## src/rtl/mc_pkg.sv

```systemverilog
// Shared types and encodings for the multi-cycle MIPS-subset control path.
// The TRAP state exists only when MC_CONTROL_ILLEGAL_TRAP_EN is defined.
package mc_pkg;

  typedef enum logic [3:0] {
    S_FETCH,
    S_DECODE,
    S_MEMADR,
    S_MEMRD,
    S_MEMWB,
    S_MEMWR,
    S_EXEC,
    S_ALUWB,
    S_ORIEX,
    S_ORIWB,
    S_BRANCH,
    S_JUMP
`ifdef MC_CONTROL_ILLEGAL_TRAP_EN
    , S_TRAP
`endif
  } state_t;

  localparam logic [5:0] OP_RTYPE = 6'b000000;
  localparam logic [5:0] OP_LW    = 6'b100011;
  localparam logic [5:0] OP_SW    = 6'b101011;
  localparam logic [5:0] OP_ORI   = 6'b001101;
  localparam logic [5:0] OP_BEQ   = 6'b000100;
  localparam logic [5:0] OP_J     = 6'b000010;

  localparam logic [5:0] FUNCT_ADDU = 6'b100001;
  localparam logic [5:0] FUNCT_SUBU = 6'b100011;
  localparam logic [5:0] FUNCT_OR   = 6'b100101;

  localparam logic [1:0] ALUOP_ADD = 2'b00;
  localparam logic [1:0] ALUOP_SUB = 2'b01;
  localparam logic [1:0] ALUOP_OR  = 2'b10;

  localparam logic [1:0] SRCB_REG  = 2'b00;
  localparam logic [1:0] SRCB_FOUR = 2'b01;
  localparam logic [1:0] SRCB_IMM  = 2'b10;
  localparam logic [1:0] SRCB_BOFF = 2'b11;

  localparam logic [1:0] PCSRC_ALU    = 2'b00;
  localparam logic [1:0] PCSRC_ALUOUT = 2'b01;
  localparam logic [1:0] PCSRC_JUMP   = 2'b10;

endpackage

```

## src/rtl/mc_control_alu_op_dec.sv

```systemverilog
// R-type funct decoder: funct -> {aluop, legal}; purely combinational, no flow control.
// Shared by the DECODE legality check and the EXEC aluop selection.
module alu_op_dec
  import mc_pkg::*;
(
  input  logic [5:0] funct,
  output logic [1:0] aluop,
  output logic       legal
);

  always_comb begin
    aluop = ALUOP_ADD;
    legal = 1'b1;
    case (funct)
      FUNCT_ADDU: aluop = ALUOP_ADD;
      FUNCT_SUBU: aluop = ALUOP_SUB;
      FUNCT_OR:   aluop = ALUOP_OR;
      default:    legal = 1'b0;
    endcase
  end

endmodule

```

## src/rtl/mc_control.sv

```systemverilog
// Multi-cycle control FSM (lw 5, sw/R/ori 4, beq/j 3 cycles); FETCH/MEMRD/MEMWR stall on mem_rdy_i.
// MC_CONTROL_ILLEGAL_TRAP_EN adds a sticky TRAP state and illegal_o; otherwise illegal ops act as NOPs.
module mc_control
  import mc_pkg::*;
(
  input  logic       clk_i,
  input  logic       rst_i,
  input  logic [5:0] op_i,
  input  logic [5:0] funct_i,
  input  logic       zero_i,
  input  logic       mem_rdy_i,
  output logic       pc_we_o,
  output logic       ir_we_o,
  output logic       mem_we_o,
  output logic       iord_o,
  output logic       rf_we_o,
  output logic       regdst_o,
  output logic       memtoreg_o,
  output logic       alusrca_o,
  output logic [1:0] alusrcb_o,
  output logic       extop_o,
  output logic [1:0] aluop_o,
  output logic [1:0] pcsrc_o
`ifdef MC_CONTROL_ILLEGAL_TRAP_EN
  ,
  output logic       illegal_o
`endif
);

`ifdef MC_CONTROL_ILLEGAL_TRAP_EN
  localparam state_t S_ILL = S_TRAP;
`else
  localparam state_t S_ILL = S_FETCH;
`endif

  state_t     state, state_nxt;
  logic [1:0] funct_aluop;
  logic       funct_legal;

  alu_op_dec u_alu_op_dec (
    .funct (funct_i),
    .aluop (funct_aluop),
    .legal (funct_legal)
  );

  always_ff @(posedge clk_i) begin
    if (rst_i) state <= S_FETCH;
    else       state <= state_nxt;
  end

  always_comb begin
    state_nxt = state;
    case (state)
      S_FETCH:  if (mem_rdy_i) state_nxt = S_DECODE;
      S_DECODE: begin
        case (op_i)
          OP_RTYPE:     state_nxt = funct_legal ? S_EXEC : S_ILL;
          OP_LW, OP_SW: state_nxt = S_MEMADR;
          OP_ORI:       state_nxt = S_ORIEX;
          OP_BEQ:       state_nxt = S_BRANCH;
          OP_J:         state_nxt = S_JUMP;
          default:      state_nxt = S_ILL;
        endcase
      end
      S_MEMADR: state_nxt = (op_i == OP_LW) ? S_MEMRD : S_MEMWR;
      S_MEMRD:  if (mem_rdy_i) state_nxt = S_MEMWB;
      S_MEMWB:  state_nxt = S_FETCH;
      S_MEMWR:  if (mem_rdy_i) state_nxt = S_FETCH;
      S_EXEC:   state_nxt = S_ALUWB;
      S_ALUWB:  state_nxt = S_FETCH;
      S_ORIEX:  state_nxt = S_ORIWB;
      S_ORIWB:  state_nxt = S_FETCH;
      S_BRANCH: state_nxt = S_FETCH;
      S_JUMP:   state_nxt = S_FETCH;
`ifdef MC_CONTROL_ILLEGAL_TRAP_EN
      S_TRAP:   state_nxt = S_TRAP;
`endif
      default:  state_nxt = S_FETCH;
    endcase
  end

  always_comb begin
    pc_we_o    = 1'b0;
    ir_we_o    = 1'b0;
    mem_we_o   = 1'b0;
    iord_o     = 1'b0;
    rf_we_o    = 1'b0;
    regdst_o   = 1'b0;
    memtoreg_o = 1'b0;
    alusrca_o  = 1'b0;
    alusrcb_o  = SRCB_REG;
    extop_o    = 1'b0;
    aluop_o    = ALUOP_ADD;
    pcsrc_o    = PCSRC_ALU;
`ifdef MC_CONTROL_ILLEGAL_TRAP_EN
    illegal_o  = 1'b0;
`endif
    case (state)
      S_FETCH: begin
        alusrcb_o = SRCB_FOUR;
        ir_we_o   = mem_rdy_i;
        pc_we_o   = mem_rdy_i;
      end
      S_DECODE: begin
        alusrcb_o = SRCB_BOFF;
        extop_o   = 1'b1;
      end
      S_MEMADR: begin
        alusrca_o = 1'b1;
        alusrcb_o = SRCB_IMM;
        extop_o   = 1'b1;
      end
      S_MEMRD: iord_o = 1'b1;
      S_MEMWB: begin
        rf_we_o    = 1'b1;
        memtoreg_o = 1'b1;
      end
      S_MEMWR: begin
        iord_o   = 1'b1;
        mem_we_o = 1'b1;
      end
      S_EXEC: begin
        alusrca_o = 1'b1;
        aluop_o   = funct_aluop;
      end
      S_ALUWB: begin
        rf_we_o  = 1'b1;
        regdst_o = 1'b1;
      end
      S_ORIEX: begin
        alusrca_o = 1'b1;
        alusrcb_o = SRCB_IMM;
        aluop_o   = ALUOP_OR;
      end
      S_ORIWB: rf_we_o = 1'b1;
      S_BRANCH: begin
        alusrca_o = 1'b1;
        aluop_o   = ALUOP_SUB;
        pcsrc_o   = PCSRC_ALUOUT;
        pc_we_o   = zero_i;
      end
      S_JUMP: begin
        pcsrc_o = PCSRC_JUMP;
        pc_we_o = 1'b1;
      end
`ifdef MC_CONTROL_ILLEGAL_TRAP_EN
      S_TRAP: illegal_o = 1'b1;
`endif
      default: ;
    endcase
    // Reset masks everything so an abandoned instruction cannot leak a write.
    if (rst_i) begin
      pc_we_o    = 1'b0;
      ir_we_o    = 1'b0;
      mem_we_o   = 1'b0;
      iord_o     = 1'b0;
      rf_we_o    = 1'b0;
      regdst_o   = 1'b0;
      memtoreg_o = 1'b0;
      alusrca_o  = 1'b0;
      alusrcb_o  = SRCB_REG;
      extop_o    = 1'b0;
      aluop_o    = ALUOP_ADD;
      pcsrc_o    = PCSRC_ALU;
`ifdef MC_CONTROL_ILLEGAL_TRAP_EN
      illegal_o  = 1'b0;
`endif
    end
  end

endmodule

```

## config.mk

```make
export PLATFORM = sky130hd
export DESIGN_NAME = mc_control
export DESIGN_NICKNAME = d
export VERILOG_FILES = /design/src/rtl/mc_pkg.sv /design/src/rtl/mc_control_alu_op_dec.sv /design/src/rtl/mc_control.sv
export SDC_FILE = /design/constraint.sdc
export NUM_CORES = 1
export LEC_CHECK = 0
export BUFFER_PORTS_ARGS = -buffer_cell sky130_fd_sc_hd__buf_4
export CORE_MARGIN = 5
export CORE_UTILIZATION = 35
export DETAILED_ROUTE_END_ITERATION = 8
export RECOVER_POWER = 25
export SLEW_MARGIN = 30
export SYNTH_ARGS = -nofsm -noshare
export SYNTH_HDL_FRONTEND = slang
export SYNTH_HIERARCHICAL = 1
export SYNTH_SLANG_ARGS = --single-unit
```

## constraint.sdc

```tcl
create_clock -name clk_i -period 1.7 [get_ports clk_i]
set_input_delay 0.17 -clock clk_i [delete_from_list [all_inputs] [get_ports clk_i]]
set_output_delay 0.17 -clock clk_i [all_outputs]
set_load 0.03 [all_outputs]
```

==> impl_summary.log, run 1 <==
INFO  metric fin_setup_tns = 0 ns
INFO  metric post_synth_main_area_contributors = dfxtp_1, nor3_1, a21oi_1
INFO  metric grt_pass1_vias = 768
INFO  metric antenna_violating_nets_post_route = 0
INFO  metric min_path_type = input port to register
INFO  metric clkTransAtPathRegs = 0.04 ns
INFO  metric largest_register = state
INFO  metric drt_pre_antenna_iters = 4
INFO  metric synth_fp_nets = 112
INFO  metric core-area = 1920 µm²
INFO  metric dr.first_iter.drc_count = 11
INFO  metric start_point_of_the_critical_path = state[1]$_SDFFE_PP0P_
INFO  metric post_route_clock_skew = 0.00127 ns
INFO  metric final_design_utilization = 52.1%
INFO  metric dp.cells = 150
INFO  metric maxSlewHeadroom = 73.1%
INFO  metric met2_track_demand_over_resource_in_global_routing = 26.7%
INFO  metric floorplan.io_pins = 31
INFO  metric grt_util_met1 = 17.0%
INFO  metric setup.worst_path.start_class = register
INFO  metric detail_route.drc_violations = 0
INFO  metric path_class = register to output port
INFO  metric post_placement_worst_setup_slack = 0.0781 ns
INFO  metric worstMarginPinSlew = 0.394 ns
INFO  metric biggestRegsByFlops = state (4)
INFO  metric avgSynthCellArea = 7.13 µm²
INFO  metric cp.arrival = 1.42 ns
INFO  metric place.detailed.hpwl = 1590 µm
INFO  metric detailed_place.area = 963 µm²
INFO  metric number_of_nets_at_the_end_of_the_flow = 144
INFO  metric tritoncts_num_sinks = 4
INFO  metric crit_path_end_kind = output port
INFO  metric global_route.usage.total = 14.2%
INFO  metric drt_wl_total = 1990 µm
INFO  metric row_count = 16
INFO  metric outcome = complete, no violations
INFO  metric finalWorstSetupSlack = 0.106 ns
INFO  metric global_route_wire_length_before_repair = 3180 µm
INFO  metric max_clock_freq = 627 MHz
INFO  metric ys_seq_elements = 4
INFO  metric clock_insertion_delay_worst_skew = 0.24 ns
INFO  metric synthArstFlopShare = 0%
INFO  metric final_period_minus_worst_setup_slack = 1.59 ns
INFO  metric global_route.usage.met3 = 3.54%
INFO  metric worstRegToRegCells = 4
INFO  metric htreeDepth = 1
INFO  metric grt_setup_unrepaired = no
INFO  metric cts_root_buffer = clkbuf_4
INFO  metric wire_per_inst = 13.0 µm
INFO  metric final_min_period_over_clock_period = 93.8%
INFO  metric overflow = 0
INFO  metric synth_cells = 96
INFO  metric post_cts_hold_buffer_count = 0
INFO  metric worst_r2r_startpoint = state[3]$_SDFFE_PP0P_
INFO  metric fin_hold_ws = 0.216 ns
INFO  metric area_growth = 46.4%
INFO  metric irDropWorstVdd = 0.000346 V
INFO  metric timing.final.setup_violations = 0
INFO  metric total_power_consumption = 0.434 mW
INFO  metric post_cts_resize_count = 4
INFO  metric rr_endpoint = state[3]$_SDFFE_PP0P_
INFO  metric die-area = 2940 µm²
INFO  metric place.gp.congestion = 0.798
INFO  metric endpoint = aluop_o[0]
INFO  metric post-route-cell-area = 1000 µm²
INFO  metric largest_reg_flops = 4
INFO  metric antenna_found_initial = 0
INFO  metric postCtsSetupBuffers = 0
INFO  metric power_density = 434 nW/µm²
INFO  metric area_of_the_mapped_netlist = 684 µm²
INFO  metric die_width = 54.2 µm
INFO  metric leakagePower = 0.383 nW
INFO  metric post_drt_via_cell_ratio = 5.42
INFO  metric initial_core_util = 35.6%
INFO  metric worst-r2r-setup-slack = 0.27 ns
INFO  metric final_layout_size_suffix_gt1_share = 46.0%
INFO  metric synth_top_cell_by_area = dfxtp_1
INFO  metric worstPathMaxFanout = 17
INFO  metric layout.cells.non_filler = 153
INFO  metric insertedDiodeCount = 0
INFO  metric synth_top_cell_area_share = 11.7%
INFO  metric busiest_layer = met2
INFO  metric io_buffer_count = 30
INFO  metric hold_viol_final = 0
INFO  metric grt_max_degree = 18
INFO  metric report.final.slew_viol_count = 0
INFO  metric vias = 829
INFO  metric cts_made_buffers = 3
INFO  metric number_of_synthesized_flops_with_an_enable_pin = 0
INFO  metric synth_flop_cell = dfxtp_1
INFO  metric required = 1.53 ns
INFO  metric yosys.cell_types.count = 41
INFO  metric timing.max_cap.violations = 0
INFO  metric die_ht = 54.2 µm
INFO  metric seq_area_frac_synth = 11.7%
INFO  metric cts_tree = built
INFO  metric cts_max_path_buffers = 2
INFO  metric yosys_warnings = 6
[cell type report]
class                           count  area (µm²)
Sequential cell                     4        87.6
Clock buffer                        3        22.5
Fill cell                         210         920
Tap cell                           27        33.8
Multi-Input combinational cell     80         579
Inverter                            3        11.3
Timing Repair Buffer               36         268
[per-layer routing]
metal | part of all wire (%) | wire length [µm] | up-vias
met5 | 0 | 0 | -
met4 | 0 | 0 | 0
met3 | 5.4 | 108 | 0
met2 | 50 | 995 | 23
met1 | 45 | 888 | 381
li1 | - | - | 425
[layout by cell type, fill, tap and decap left out, types with 2 or more instances in the layout]
| master | n |
|---|---|
| o21ai_1 | 2 |
| or2_1 | 2 |
| dfxtp_2 | 3 |
| a31oi_1 | 2 |
| nor3b_1 | 2 |
| buf_4 | 35 |
| clkbuf_4 | 3 |
| o21ai_0 | 3 |
| nand2b_4 | 2 |
| a21oi_1 | 7 |
| nor3_1 | 11 |
| inv_1 | 3 |
| a211oi_1 | 2 |
| nor2_1 | 8 |
| nor3_2 | 2 |
| nand2_1 | 4 |
| o311ai_0 | 2 |
| nor3b_2 | 3 |
| nand2b_1 | 4 |
[Yosys cell counts (2+ instances only)]
master / n
nor3_1: 13
nor2_1: 8
a21oi_1: 7
buf_2: 7
dfxtp_1: 4
nand2_1: 4
nand2b_1: 4
inv_1: 3
nor3b_1: 3
o21ai_0: 3
a211oi_1: 2
a31oi_1: 2
clkbuf_1: 2
nand2b_4: 2
nor3b_2: 2
nor4_1: 2
o21ai_1: 2
o311ai_0: 2
or2_1: 2
[worst max-delay path, stage by stage (launching register included)]
cell and delay (ns):
dfxtp_4 0.45, inv_1 0.07, or3_1 0.36, a21oi_1 0.13, buf_4 0.17
[how the worst min path moves through the flow]
stage	start	to	slack, ns	cells past startpoint
after floorplan	mem_rdy_i	state[0]$_SDFFE_PP0P_	0.28	1
after global placement	mem_rdy_i	state[0]$_SDFFE_PP0P_	0.46	2
after detailed placement	mem_rdy_i	state[0]$_SDFFE_PP0P_	0.46	2
after CTS	mem_rdy_i	state[0]$_SDFFE_PP0P_	0.20	2
after global routing	mem_rdy_i	state[0]$_SDFFE_PP0P_	0.21	2
final	mem_rdy_i	state[0]$_SDFFE_PP0P_	0.22	2
[cells by family after synthesis]
| group | count (synthesis) | synth area share, % |
|---|---|---|
| multiplexers | 1 | 1.46 |
| AO/OA/AOI/OAI | 28 | 28.3 |
| AND/OR/NAND/NOR | 49 | 48.1 |
| buffers and inverters | 12 | 7.86 |
| XOR/XNOR | 2 | 2.56 |
| flip-flops | 4 | 11.7 |
[power by group]
part,leakage [nW],switching [mW],internal (mW)
sequential,0.0346,0.0187,0.0992
clock,0.0138,0.0406,0.0791
combinational,0.335,0.105,0.0915
No activity file was read; power rests on OpenSTA's default activity.
==> run 2, diff against run 1 <==
- clock period: 1.7 -> 1.9 ns (I/O delays scaled with it)
==> impl_summary.log, run 2 (synthesis results as in run 1) <==
INFO  metric place.detailed.hpwl = 1630 µm
INFO  metric max_clock_freq = 574 MHz
INFO  metric dr.first_iter.drc_count = 25
INFO  metric grt_setup_unrepaired = no
INFO  metric postCtsSetupBuffers = 0
INFO  metric crit_path_end_kind = output port
INFO  metric post_drt_via_cell_ratio = 5.61
INFO  metric leakagePower = 0.355 nW
INFO  metric drt_pre_antenna_iters = 4
INFO  metric initial_core_util = 35.6%
INFO  metric area_growth = 39.1%
INFO  metric core-area = 1920 µm²
INFO  metric antenna_found_initial = 0
INFO  metric largest_reg_flops = 4
INFO  metric largest_register = state
INFO  metric die_ht = 54.2 µm
INFO  metric cp.arrival = 1.55 ns
INFO  metric place.gp.congestion = 0.822
INFO  metric cts_tree = built
INFO  metric critical_path_cell_by_cell = nor2_1, and3_1, or2_1, buf_4
INFO  metric setup.worst_path.start_class = register
INFO  metric overflow = 0
INFO  metric antenna_violating_nets_post_route = 0
INFO  metric cts_made_buffers = 3
INFO  metric timing.max_cap.violations = 0
INFO  metric fin_setup_tns = 0 ns
INFO  metric worstPathMaxFanout = 13
INFO  metric cts_root_buffer = clkbuf_4
INFO  metric hold_viol_final = 0
INFO  metric io_buffer_count = 30
INFO  metric grt_max_degree = 18
INFO  metric final_period_minus_worst_setup_slack = 1.74 ns
INFO  metric clock_insertion_delay_worst_skew = 0.24 ns
INFO  metric global_route_wire_length_before_repair = 3490 µm
INFO  metric grt_pass1_vias = 730
INFO  metric min_path_type = input port to register
INFO  metric row_count = 16
INFO  metric post_cts_hold_buffer_count = 0
INFO  metric biggestRegsByFlops = state (4)
INFO  metric die-area = 2940 µm²
INFO  metric timing.critical_path.slowest_stage_cell = dfxtp_1
INFO  metric die_width = 54.2 µm
INFO  metric floorplan.io_pins = 31
INFO  metric final_common_cell = buf_4
INFO  metric number_of_nets_at_the_end_of_the_flow = 141
INFO  metric detail_route.drc_violations = 0
INFO  metric fin_hold_ws = 0.210 ns
INFO  metric drt_wl_total = 2170 µm
INFO  metric outcome = complete, no violations
INFO  metric vias = 842
INFO  metric tritoncts_num_sinks = 4
INFO  metric htreeDepth = 1
INFO  metric required = 1.71 ns
INFO  metric mostFrequentLayoutCells = buf_4, nor3_1, nor2_1
INFO  metric layout.cells.non_filler = 150
INFO  metric report.final.slew_viol_count = 0
INFO  metric clkTransAtPathRegs = 0.04 ns
INFO  metric final_layout_size_suffix_gt1_share = 39.0%
INFO  metric post_route_clock_skew = 0.00923 ns
INFO  metric maxSlewHeadroom = 71.0%
INFO  metric worstMarginPinSlew = 0.434 ns
INFO  metric global_route.usage.total = 15.8%
INFO  metric irDropWorstVdd = 0.000258 V
INFO  metric dp.cells = 147
INFO  metric timing.final.setup_violations = 0
INFO  metric wire_per_inst = 14.5 µm
INFO  metric path_class = register to output port
INFO  metric total_power_consumption = 0.386 mW
INFO  metric crit_path_max_incr_delay = 0.58 ns
INFO  metric cts_max_path_buffers = 2
INFO  metric insertedDiodeCount = 0
INFO  metric power_density = 405 nW/µm²
INFO  metric final_min_period_over_clock_period = 91.8%
[run 2: final cells by class]
class                      instances  area, µm²
fill                             227        970
sequential                         4       83.8
timing repair buffer              33        244
inverter                           3       11.3
multi-input combinational         80        557
tap                               27       33.8
clock buffer                       3       22.5
[run 2: stage by stage]
step	setup slack [ns]	instance area [µm²]	util [%]
3_3_place_gp	0.321	930	48.4
6_report	0.156	952	49.5
2_1_floorplan	0.0914	691	-
4_1_cts	0.0557	952	49.5
5_1_grt	0.0594	952	49.5
3_5_place_dp	0.294	930	48.4
[run 2: metal layers]
metal | wire length, µm | part of all wire (%) | global-route usage [%]
met5 | 0 | 0 | 0
met4 | 23 | 1.1 | 3.73
met3 | 179 | 8.2 | 1.09
met2 | 1010 | 46 | 27.5
met1 | 959 | 44 | 20.9
[run 2: worst paths after layout]
path	depth (start not counted)	end	startpoint	slack, ns
max	4	pc_we_o	state[0]$_SDFFE_PP0P_	0.16
min reg2reg	2	state[3]$_SDFFE_PP0P_	state[3]$_SDFFE_PP0P_	0.62
max reg2reg	5	state[2]$_SDFFE_PP0P_	state[1]$_SDFFE_PP0P_	0.36
min	2	state[0]$_SDFFE_PP0P_	mem_rdy_i	0.21
[run 2: power by group]
part / switching, mW / internal [mW]
sequential: 0.0170 / 0.0894
combinational: 0.0950 / 0.0768
clock: 0.0368 / 0.0708
[run 2: repair_timing]
action	in CTS	in global routing
resized for setup	0	3
endpoints found under the setup margin	0	7
endpoints found under the hold margin	0	0
[run 2: critical path: cells and delay by family (launching register included)]
kind | cells | cell delay [ns]
flops | 1 | 0.58
simple gates | 3 | 0.57
buf+inv | 1 | 0.16
==> run 3, diff against run 2 <==
- CORE_UTILIZATION: 35 -> 49
- PLACE_DENSITY: not set -> 0.83
==> impl_summary.log, run 3 (synthesis results as in run 1) <==
INFO  metric outcome = complete, no violations
INFO  metric final_min_period_over_clock_period = 88.7%
INFO  metric global_route_wire_length_before_repair = 3110 µm
INFO  metric power_density = 406 nW/µm²
INFO  metric post_cts_hold_buffer_count = 0
INFO  metric dp.cells = 135
INFO  metric initial_core_util = 51.9%
INFO  metric hold_viol_final = 0
INFO  metric cts_tree = built
INFO  metric largest_register = state
INFO  metric detail_route.drc_violations = 0
INFO  metric worstPathMaxFanout = 12
INFO  metric layout.cells.non_filler = 138
INFO  metric post_cts_resize_count = 0
INFO  metric timing.critical_path.slowest_stage_cell = dfxtp_1
INFO  metric grt_setup_unrepaired = no
INFO  metric final_period_minus_worst_setup_slack = 1.69 ns
INFO  metric timing.max_cap.violations = 0
INFO  metric grt_pass1_vias = 760
INFO  metric clock_insertion_delay_worst_skew = 0.23 ns
INFO  metric crit_path_end_kind = output port
INFO  metric dr.first_iter.drc_count = 19
INFO  metric worst-path-stages = 4
INFO  metric post_drt_via_cell_ratio = 6.03
INFO  metric required = 1.71 ns
INFO  metric worst_r2r_startpoint = state[0]$_SDFFE_PP0P_
INFO  metric die_width = 47.4 µm
INFO  metric global_route.usage.total = 18.5%
INFO  metric worstRegToRegCells = 3
INFO  metric mostFrequentLayoutCells = buf_4, nor3_1, nor2_1
INFO  metric cp.arrival = 1.50 ns
INFO  metric htreeDepth = 1
INFO  metric die-area = 2240 µm²
INFO  metric cts_root_buffer = clkbuf_4
INFO  metric worst-r2r-setup-slack = 0.37 ns
INFO  metric clkTransAtPathRegs = 0.04 ns
INFO  metric worst_path_dominant_cell_family = flip-flops
INFO  metric final_layout_size_suffix_gt1_share = 39.0%
INFO  metric rr_endpoint = state[2]$_SDFFE_PP0P_
INFO  metric antenna_found_initial = 0
INFO  metric final_common_cell = buf_4
INFO  metric area_growth = 36.9%
INFO  metric wire_per_inst = 14.0 µm
INFO  metric number_of_nets_at_the_end_of_the_flow = 141
INFO  metric start_point_of_the_critical_path = state[0]$_SDFFE_PP0P_
INFO  metric core-area = 1320 µm²
INFO  metric timing.final.setup_violations = 0
INFO  metric vias = 832
INFO  metric worst-path-buf-inv = 1
INFO  metric largest_reg_flops = 4
INFO  metric place.gp.congestion = 0.828
INFO  metric insertedDiodeCount = 0
INFO  metric overflow = 0
INFO  metric max_clock_freq = 593 MHz
INFO  metric floorplan.io_pins = 31
INFO  metric post_route_clock_skew = 0.00295 ns
INFO  metric path_class = register to output port
INFO  metric crit_path_max_incr_delay = 0.56 ns
INFO  metric postCtsSetupBuffers = 0
INFO  metric die_ht = 47.4 µm
INFO  metric place.detailed.hpwl = 1480 µm
INFO  metric drt_wl_total = 1930 µm
INFO  metric antenna_violating_nets_post_route = 0
INFO  metric report.final.slew_viol_count = 0
INFO  metric cts_max_path_buffers = 2
INFO  metric tritoncts_num_sinks = 4
INFO  metric critical_path_cell_by_cell = nor2_1, and3_1, or2_1, buf_4
INFO  metric maxSlewHeadroom = 73.0%
INFO  metric leakagePower = 0.355 nW
INFO  metric endpoint = pc_we_o
INFO  metric row_count = 13
INFO  metric cts_made_buffers = 3
INFO  metric min_path_type = input port to register
INFO  metric irDropWorstVdd = 0.000268 V
INFO  metric worstMarginPinSlew = 0.405 ns
INFO  metric grt_max_degree = 18
INFO  metric io_buffer_count = 30
INFO  metric setup.worst_path.start_class = register
INFO  metric biggestRegsByFlops = state (4)
INFO  metric drt_pre_antenna_iters = 4
INFO  metric fin_setup_tns = 0 ns
## run 3: how the worst min path moves through the flow
stage / startpoint / end / slack, ns / cells after the start
floorplan: mem_rdy_i / state[0]$_SDFFE_PP0P_ / 0.30 / 1
global placement: mem_rdy_i / state[0]$_SDFFE_PP0P_ / 0.47 / 2
detailed placement: mem_rdy_i / state[0]$_SDFFE_PP0P_ / 0.45 / 2
CTS: mem_rdy_i / state[0]$_SDFFE_PP0P_ / 0.21 / 2
global route: mem_rdy_i / state[0]$_SDFFE_PP0P_ / 0.22 / 2
finish: mem_rdy_i / state[0]$_SDFFE_PP0P_ / 0.22 / 2
## run 3: cell type report
type                            instances  area [µm²]
Timing Repair Buffer                   33         244
Multi-Input combinational cell         80         557
Clock buffer                            3        22.5
Fill cell                             113         380
Tap cell                               15        18.8
Sequential cell                         4        83.8
Inverter                                3        11.3
## run 3: metal layers
layer	wire [µm]	share of wire [%]	track usage [%]	up-vias
met5	0	0	0	-
met4	0	0	1.66	0
met3	150	7.8	2.30	0
met2	938	49	34.0	37
met1	839	44	23.6	375
li1	-	-	-	420
## run 3: worst register-to-register path: stages, from the launching register on
cell	delay, ns
dfxtp_1	0.42
buf_4	0.23
or4_4	0.53
a311oi_2	0.26
## run 3: stage by stage
step | utilization [%] | instance area [µm²] | power, mW | worst slack [ns] | hold slack [ns]
after floorplan | - | 691 | 0.208 | 0.0914 | 0.301
after global placement | 69.4 | 915 | 0.274 | 0.332 | 0.470
after detailed placement | 69.4 | 915 | 0.275 | 0.324 | 0.454
after CTS | 71.1 | 937 | 0.381 | 0.0690 | 0.214
after global routing | 71.1 | 937 | 0.406 | 0.0946 | 0.217
final | 71.1 | 937 | 0.380 | 0.214 | 0.221
## run 3: report_power, final
group / internal, mW / switching (mW)
clock network: 0.0707 / 0.0357
logic: 0.0767 / 0.0918
registers: 0.0894 / 0.0158
total: 0.237 / 0.143
